==> config.mk <==
export PLATFORM = sky130hd
export DESIGN_NAME = pdm_sigma_delta
export DESIGN_NICKNAME = d
export VERILOG_FILES = /design/src/rtl/pdm_pkg.sv /design/src/rtl/pdm_channel.sv /design/src/rtl/pdm_sigma_delta.sv
export SDC_FILE = /design/constraint.sdc
export NUM_CORES = 1
export LEC_CHECK = 0
export CORE_MARGIN = 1.5
export CORE_UTILIZATION = 63
export DETAILED_ROUTE_END_ITERATION = 7
export PLACE_DENSITY = 0.81
export SLEW_MARGIN = 20
export SYNTH_ARGS = -nofsm -noshare
export SYNTH_HDL_FRONTEND = slang
export SYNTH_SLANG_ARGS = --single-unit
==> constraint.sdc <==
create_clock -name clock -period 8.06 [get_ports clock]
set_clock_uncertainty 0.15 [all_clocks]
set_input_delay 0.806 -clock clock [delete_from_list [all_inputs] [get_ports clock]]
set_output_delay 0.806 -clock clock [all_outputs]
set_load 0.02 [all_outputs]
==> src/rtl/pdm_pkg.sv <==
// Shared types and arithmetic for the PDM modulator: loop order selector and
// the clamping adder used by the second-order integrators.
package pdm_pkg;

    typedef enum logic {
        PDM_ORDER1 = 1'b0,
        PDM_ORDER2 = 1'b1
    } mode_t;

    localparam int PDM_NBITS_DEFAULT = 16;
    // Headroom above the sample width for the second-order integrators.
    localparam int PDM_GUARD_BITS    = 3;

    // a + b + c clamped to the signed range of a w-bit word (w <= 62).
    function automatic logic signed [63:0] sat_add(
        input logic signed [63:0] a,
        input logic signed [63:0] b,
        input logic signed [63:0] c,
        input int                 w
    );
        logic signed [63:0] sum;
        logic signed [63:0] hi;
        logic signed [63:0] lo;
        sum = a + b + c;
        hi  = (64'sd1 <<< (w - 1)) - 64'sd1;
        lo  = -hi - 64'sd1;
        if (sum > hi) begin
            return hi;
        end
        if (sum < lo) begin
            return lo;
        end
        return sum;
    endfunction

endpackage

==> src/rtl/pdm_channel.sv <==
// One PDM modulator: first-order phase accumulator or second-order saturating
// double integrator, advanced on tick; clear zeroes all loop state.
module pdm_channel
    import pdm_pkg::*;
#(
    parameter int NBITS = PDM_NBITS_DEFAULT
) (
    input  logic             clock,
    input  logic             reset,
    input  logic             tick,
    input  logic             clear,
    input  logic             mode,
    input  logic [NBITS-1:0] din,
    output logic             dout
);

    localparam int W = NBITS + PDM_GUARD_BITS;
    localparam logic [W-1:0] HALF = W'(1) << (NBITS - 1);

    mode_t               order;
    logic [NBITS-1:0]    acc_q, acc_d;
    logic signed [W-1:0] i1_q, i1_d;
    logic signed [W-1:0] i2_q, i2_d;
    logic                dout_q, dout_d;

    logic [NBITS:0]      sum1;
    logic [W-1:0]        x;
    logic [W-1:0]        neg_y;
    logic signed [63:0]  i1_wide;
    logic signed [63:0]  i2_wide;
    logic                unused_hi;

    function automatic logic signed [63:0] widen(input logic [W-1:0] v);
        return {{(64 - W){v[W-1]}}, v};
    endfunction

    assign order = mode_t'(mode);

    always_comb begin
        acc_d  = acc_q;
        i1_d   = i1_q;
        i2_d   = i2_q;
        dout_d = dout_q;

        sum1  = {1'b0, acc_q} + {1'b0, din};
        x     = {{PDM_GUARD_BITS{1'b0}}, din} - HALF;
        // Feedback enters as -y: a high output pulls the loop down by half scale.
        neg_y = dout_q ? (~HALF + W'(1)) : HALF;

        i1_wide = sat_add(widen(i1_q), widen(x), widen(neg_y), W);
        i2_wide = sat_add(widen(i2_q), widen(i1_wide[W-1:0]), widen(neg_y), W);

        if (tick) begin
            if (clear) begin
                acc_d = '0;
                i1_d  = '0;
                i2_d  = '0;
            end else if (order == PDM_ORDER2) begin
                i1_d   = i1_wide[W-1:0];
                i2_d   = i2_wide[W-1:0];
                dout_d = ~i2_wide[W-1];
            end else begin
                acc_d  = sum1[NBITS-1:0];
                dout_d = sum1[NBITS];
            end
        end
    end

    // Saturation keeps the upper bits a pure sign extension.
    assign unused_hi = ^{i1_wide[63:W], i2_wide[63:W]};

    always_ff @(posedge clock or posedge reset) begin
        if (reset) begin
            acc_q  <= '0;
            i1_q   <= '0;
            i2_q   <= '0;
            dout_q <= 1'b0;
        end else begin
            acc_q  <= acc_d;
            i1_q   <= i1_d;
            i2_q   <= i2_d;
            dout_q <= dout_d;
        end
    end

    assign dout = dout_q;

endmodule

==> src/rtl/pdm_sigma_delta.sv <==
// Multi-channel PDM output stage: prescaler, per-frame step counter, double-
// buffered sample frames with valid/ready intake and a sticky underrun flag.
module pdm_sigma_delta
    import pdm_pkg::*;
#(
    parameter int NBITS    = PDM_NBITS_DEFAULT,
    parameter int CHANNELS = 2,
    parameter int DIV      = 1,
    parameter int OSR      = 64
) (
    input  logic                      clock,
    input  logic                      reset,
    input  logic [CHANNELS*NBITS-1:0] s_data,
    input  logic                      s_valid,
    output logic                      s_ready,
    input  logic                      mode,
    input  logic                      underrun_clr,
    output logic                      underrun,
    output logic [CHANNELS-1:0]       dout
);

    localparam int PW = (DIV > 1) ? $clog2(DIV) : 1;
    localparam int SW = $clog2(OSR);

    logic [PW-1:0]             presc_q, presc_d;
    logic [SW-1:0]             step_q, step_d;
    logic [CHANNELS*NBITS-1:0] hold_q, hold_d;
    logic [CHANNELS*NBITS-1:0] active_q, active_d;
    logic                      hold_full_q, hold_full_d;
    logic                      underrun_q, underrun_d;
    mode_t                     mode_q, mode_d;

    logic tick;
    logic boundary;
    logic clear;

    assign tick     = (presc_q == PW'(DIV - 1));
    assign boundary = tick && (step_q == SW'(OSR - 1));
    assign clear    = boundary && (mode_t'(mode) != mode_q);
    assign s_ready  = ~hold_full_q;
    assign underrun = underrun_q;

    always_comb begin
        presc_d     = presc_q;
        step_d      = step_q;
        hold_d      = hold_q;
        hold_full_d = hold_full_q;
        active_d    = active_q;
        underrun_d  = underrun_q;
        mode_d      = mode_q;

        if (tick) begin
            presc_d = '0;
            step_d  = (step_q == SW'(OSR - 1)) ? '0 : step_q + SW'(1);
        end else begin
            presc_d = presc_q + PW'(1);
        end

        if (underrun_clr) begin
            underrun_d = 1'b0;
        end

        // Boundary decisions use the holding register as it stood before this
        // edge; a same-cycle transfer only refills it for the next frame.
        if (boundary) begin
            mode_d = mode_t'(mode);
            if (hold_full_q) begin
                active_d    = hold_q;
                hold_full_d = 1'b0;
            end else begin
                underrun_d = 1'b1;
            end
        end

        if (s_valid && s_ready) begin
            hold_d      = s_data;
            hold_full_d = 1'b1;
        end
    end

    always_ff @(posedge clock or posedge reset) begin
        if (reset) begin
            presc_q     <= '0;
            step_q      <= '0;
            hold_q      <= '0;
            hold_full_q <= 1'b0;
            active_q    <= '0;
            underrun_q  <= 1'b0;
            mode_q      <= PDM_ORDER1;
        end else begin
            presc_q     <= presc_d;
            step_q      <= step_d;
            hold_q      <= hold_d;
            hold_full_q <= hold_full_d;
            active_q    <= active_d;
            underrun_q  <= underrun_d;
            mode_q      <= mode_d;
        end
    end

    for (genvar gi = 0; gi < CHANNELS; gi++) begin : g_ch
        pdm_channel #(
            .NBITS(NBITS)
        ) u_ch (
            .clock (clock),
            .reset (reset),
            .tick  (tick),
            .clear (clear),
            .mode  (mode_q),
            .din   (active_q[gi*NBITS +: NBITS]),
            .dout  (dout[gi])
        );
    end

endmodule

==> impl_metrics.py <==
metrics = {
    "run_status": {
        "status": "finished, final reports clean",
    },
    "critical_path": {
        "critical_path_required_ns": 8.20,
        "r2r.worst_path.cells": 25,
        "reg2reg_from": "g_ch[0].u_ch.dout",
        "critPathCapture": "g_ch[0].u_ch.i2_q[8]",
        "arrival_ns": 7.48,
        "reg2reg_slack_ns": 0.72,
        "crit_path_start_kind": "flop",
        "r2r-end": "g_ch[0].u_ch.i2_q[8]",
        "crit_start": "g_ch[0].u_ch.dout",
        "end_kind": "flop",
        "path_class": "reg -> reg",
        "crit_path_max_fanout": 17,
    },
    "floorplan": {
        "io_pins": 41,
        "initial_core_util": 0.639,
        "fp-row-count": 53,
        "die_x_um": 149,
        "dieHeight_um": 149,
        "die_area_mm2": 0.0221,
        "core_mm2": 0.0209,
    },
    "pwr": {
        "switchingPower_uw": 460,
        "power.density_mw_per_mm2": 129,
        "comb_power_share": 0.030,
        "p_total_mw": 1.89,
        "pwr-share-seq": 0.505,
        "clockPowerShare": 0.465,
        "ir_worst_vdd_v": 0.000117,
        "p_leak_nw": 7.42,
        "internal_power_mw": 1.43,
        "swShare": 0.244,
    },
    "placed_design": {
        "dp.cells": 1619,
        "post-dp-hpwl_um": 21600,
        "place.gp.congestion": 0.884,
        "place_area_mm2": 0.0140,
        "port_buffers": 40,
    },
    "clock_tree": {
        "ctsHoldBuffers": 0,
        "cts_buffer_depth": 2,
        "numCtsBuffers": 17,
        "cts_root_buffer": "clkbuf_16",
        "cts-resized-gates": 0,
        "insertion_delay_ns": 0.44,
        "cts.sink_count": 183,
        "htreeDepth": 4,
        "cts_tree": "built",
        "cts_setup_buffers": 0,
        "clk_pin_slew_ns": 0.08,
    },
    "timing": {
        "max_freq_mhz": 136,
        "tns_ns": 0,
        "worst_pin_slew_ns": 1.07,
        "relSlewSlack": 0.285,
        "post-route-period-util": 0.910,
        "slew_violations": 0,
        "final-setup-viol-count": 0,
        "hold_viol_final": 0,
        "rsz0062_at_grt": "false",
        "period_needed_ns": 7.34,
    },
    "drt": {
        "ant_nets": 0,
        "wl_per_cell_um": 18.4,
        "drt-initial-drc-count": 696,
        "viasPerCell": 6.39,
        "firstDrtPassIters": 5,
        "vias": 10600,
        "drcViolationCount": 0,
        "wl_um": 30500,
    },
    "cells_and_area": {
        "fill_cells": 1584,
        "final_net_count": 1591,
        "fin_area_mm2": 0.0146,
        "stdcell_count": 1651,
        "layout-drive-gt1-share": 0.101,
        "area_delta_synth_final_pct": 9.62,
        "diodes": 0,
    },
    "synth": {
        "synth_top_cell_by_area": "dfrtp_1",
        "ys_ff_latch": 183,
        "synthCells": 1339,
        "synth_top_cells_by_count": "dfrtp_1, ha_1, nand2_1",
        "postSynthAreaPerCell_um2": 9.96,
        "syn-cell-area_mm2": 0.0133,
        "yosysTopAreaCellShare": 0.343,
        "async_flop_share": 1.00,
        "synth_top_cells_by_area": "dfrtp_1, ha_1, mux2_2",
        "yosysMostFrequentCell": "dfrtp_1",
        "ys_seq_area_frac": 0.343,
        "yosysUniqueCellTypes": 75,
        "syn_nets": 1567,
        "yosysWarnings": 0,
        "synth_edf_count": 0,
        "synth-main-ff-cell": "dfrtp_1",
    },
    "global_route": {
        "grt_pass1_vias": 10300,
        "grt_antenna_before_repair": 0,
        "gr-total-overflow": 0,
        "grt_use_total": 0.289,
        "grt_pass1_wl_um": 51000,
        "grt_start_max_net_pins": 107,
    },
    "run": {
        "drv_cap": 0,
    },
    "worst_hold_path": {
        "min_path_type": "reg -> reg",
        "min_from": "g_ch[1].u_ch.acc_q[4]",
    },
}
-- final cells by class --
type / instances / area (µm²) / area share
clock buffer: 18 / 439 / 0.0300
multi-input combinational: 1025 / 8270 / 0.566
inverter: 87 / 334 / 0.0228
tap: 275 / 344 / 0.0235
timing repair buffer: 49 / 472 / 0.0323
clock inverter: 14 / 183 / 0.0125
sequential: 183 / 4580 / 0.313
-- power by group through the flow --
| stage | clock network [mW] | registers [mW] | logic, mW |
|---|---|---|---|
| after floorplan | 0 | 0.963 | 0.0316 |
| after global placement | 0 | 0.969 | 0.0565 |
| after detailed placement | 0 | 0.970 | 0.0585 |
| after CTS | 0.886 | 0.951 | 0.0591 |
| after global routing | 0.922 | 0.954 | 0.0642 |
| final | 0.876 | 0.952 | 0.0573 |
-- per-layer routing --
layer / GRT usage / share of wire / vias up
met2: 0.457 / 0.46 / 275
met1: 0.412 / 0.47 / 5204
li1: - / - / 5044
met5: 0 / 0 / -
met3: 0.0534 / 0.056 / 31
met4: 0.0678 / 0.013 / 0
-- state kept, by name, indices dropped and copies added (netlist names) --
signal           cells
active_q            32
g_ch.u_ch.acc_q     32
g_ch.u_ch.dout       2
g_ch.u_ch.i1_q      38
g_ch.u_ch.i2_q      38
hold_full_q          1
hold_q              32
mode_q               1
step_q               6
underrun             1
-- cells in the final DEF, fill, tap and decap left out, drive strengths merged, types with 15 or more instances in the layout --
master         count
a211oi            15
a21o              41
a21oi             83
a221o             39
clkbuf            18
clkdlybuf4s50     40
dfrtp            183
fa                18
ha               173
inv               93
mux2              64
nand2             87
nand3             29
nor2              64
nor2b             15
nor3              25
o21ai             75
xnor2             48
xor2              30
-- critical path: stages, from the launching register on --
cell and delay [ns]:
dfrtp_1 0.40, inv_1 0.27, fa_1 0.47, inv_1 0.07
ha_1 0.28, a21o_1 0.17, a21o_1 0.16, a21oi_1 0.38
a2111oi_0 0.15, a211oi_1 0.23, nand3_1 0.47, or2_1 0.48
a21oi_1 0.19, ha_1 0.25, ha_1 0.22, fa_1 0.41
a21o_1 0.19, a21o_1 0.19, a211oi_1 0.32, or2_1 0.18
a2bb2oi_1 0.21, a211oi_1 0.11, xor2_1 0.21, o21ai_1 0.57
buf_4 0.29, o311ai_0 0.14
-- through the flow --
step           hold WS (ns)  worst slack, ns   util
6_report              0.345            0.725  0.700
3_5_place_dp          0.322            0.881  0.670
3_3_place_gp          0.316             1.03  0.670
4_1_cts               0.343            0.768  0.699
5_1_grt               0.357            0.193  0.700
2_1_floorplan         0.297             1.91      -
-- logic make-up after synthesis --
family | synth area share
AO/OA/AOI/OAI | 0.224
AND/OR/NAND/NOR | 0.0973
adder cells (fa/ha/maj) | 0.189
flip-flops | 0.343
buffers and inverters | 0.0387
XOR/XNOR | 0.0512
multiplexers | 0.0563
-- worst min path at each step --
| stage | endpoint | slack, ns | cells past startpoint |
|---|---|---|---|
| after floorplan | g_ch[1].u_ch.acc_q[10] | 0.30 | 2 |
| after global placement | g_ch[1].u_ch.acc_q[10] | 0.32 | 2 |
| after detailed placement | g_ch[1].u_ch.acc_q[10] | 0.32 | 2 |
| after CTS | g_ch[0].u_ch.acc_q[14] | 0.34 | 2 |
| after global routing | g_ch[0].u_ch.acc_q[13] | 0.36 | 1 |
| final | g_ch[1].u_ch.acc_q[4] | 0.34 | 2 |
(Power assumes the default switching activity.)
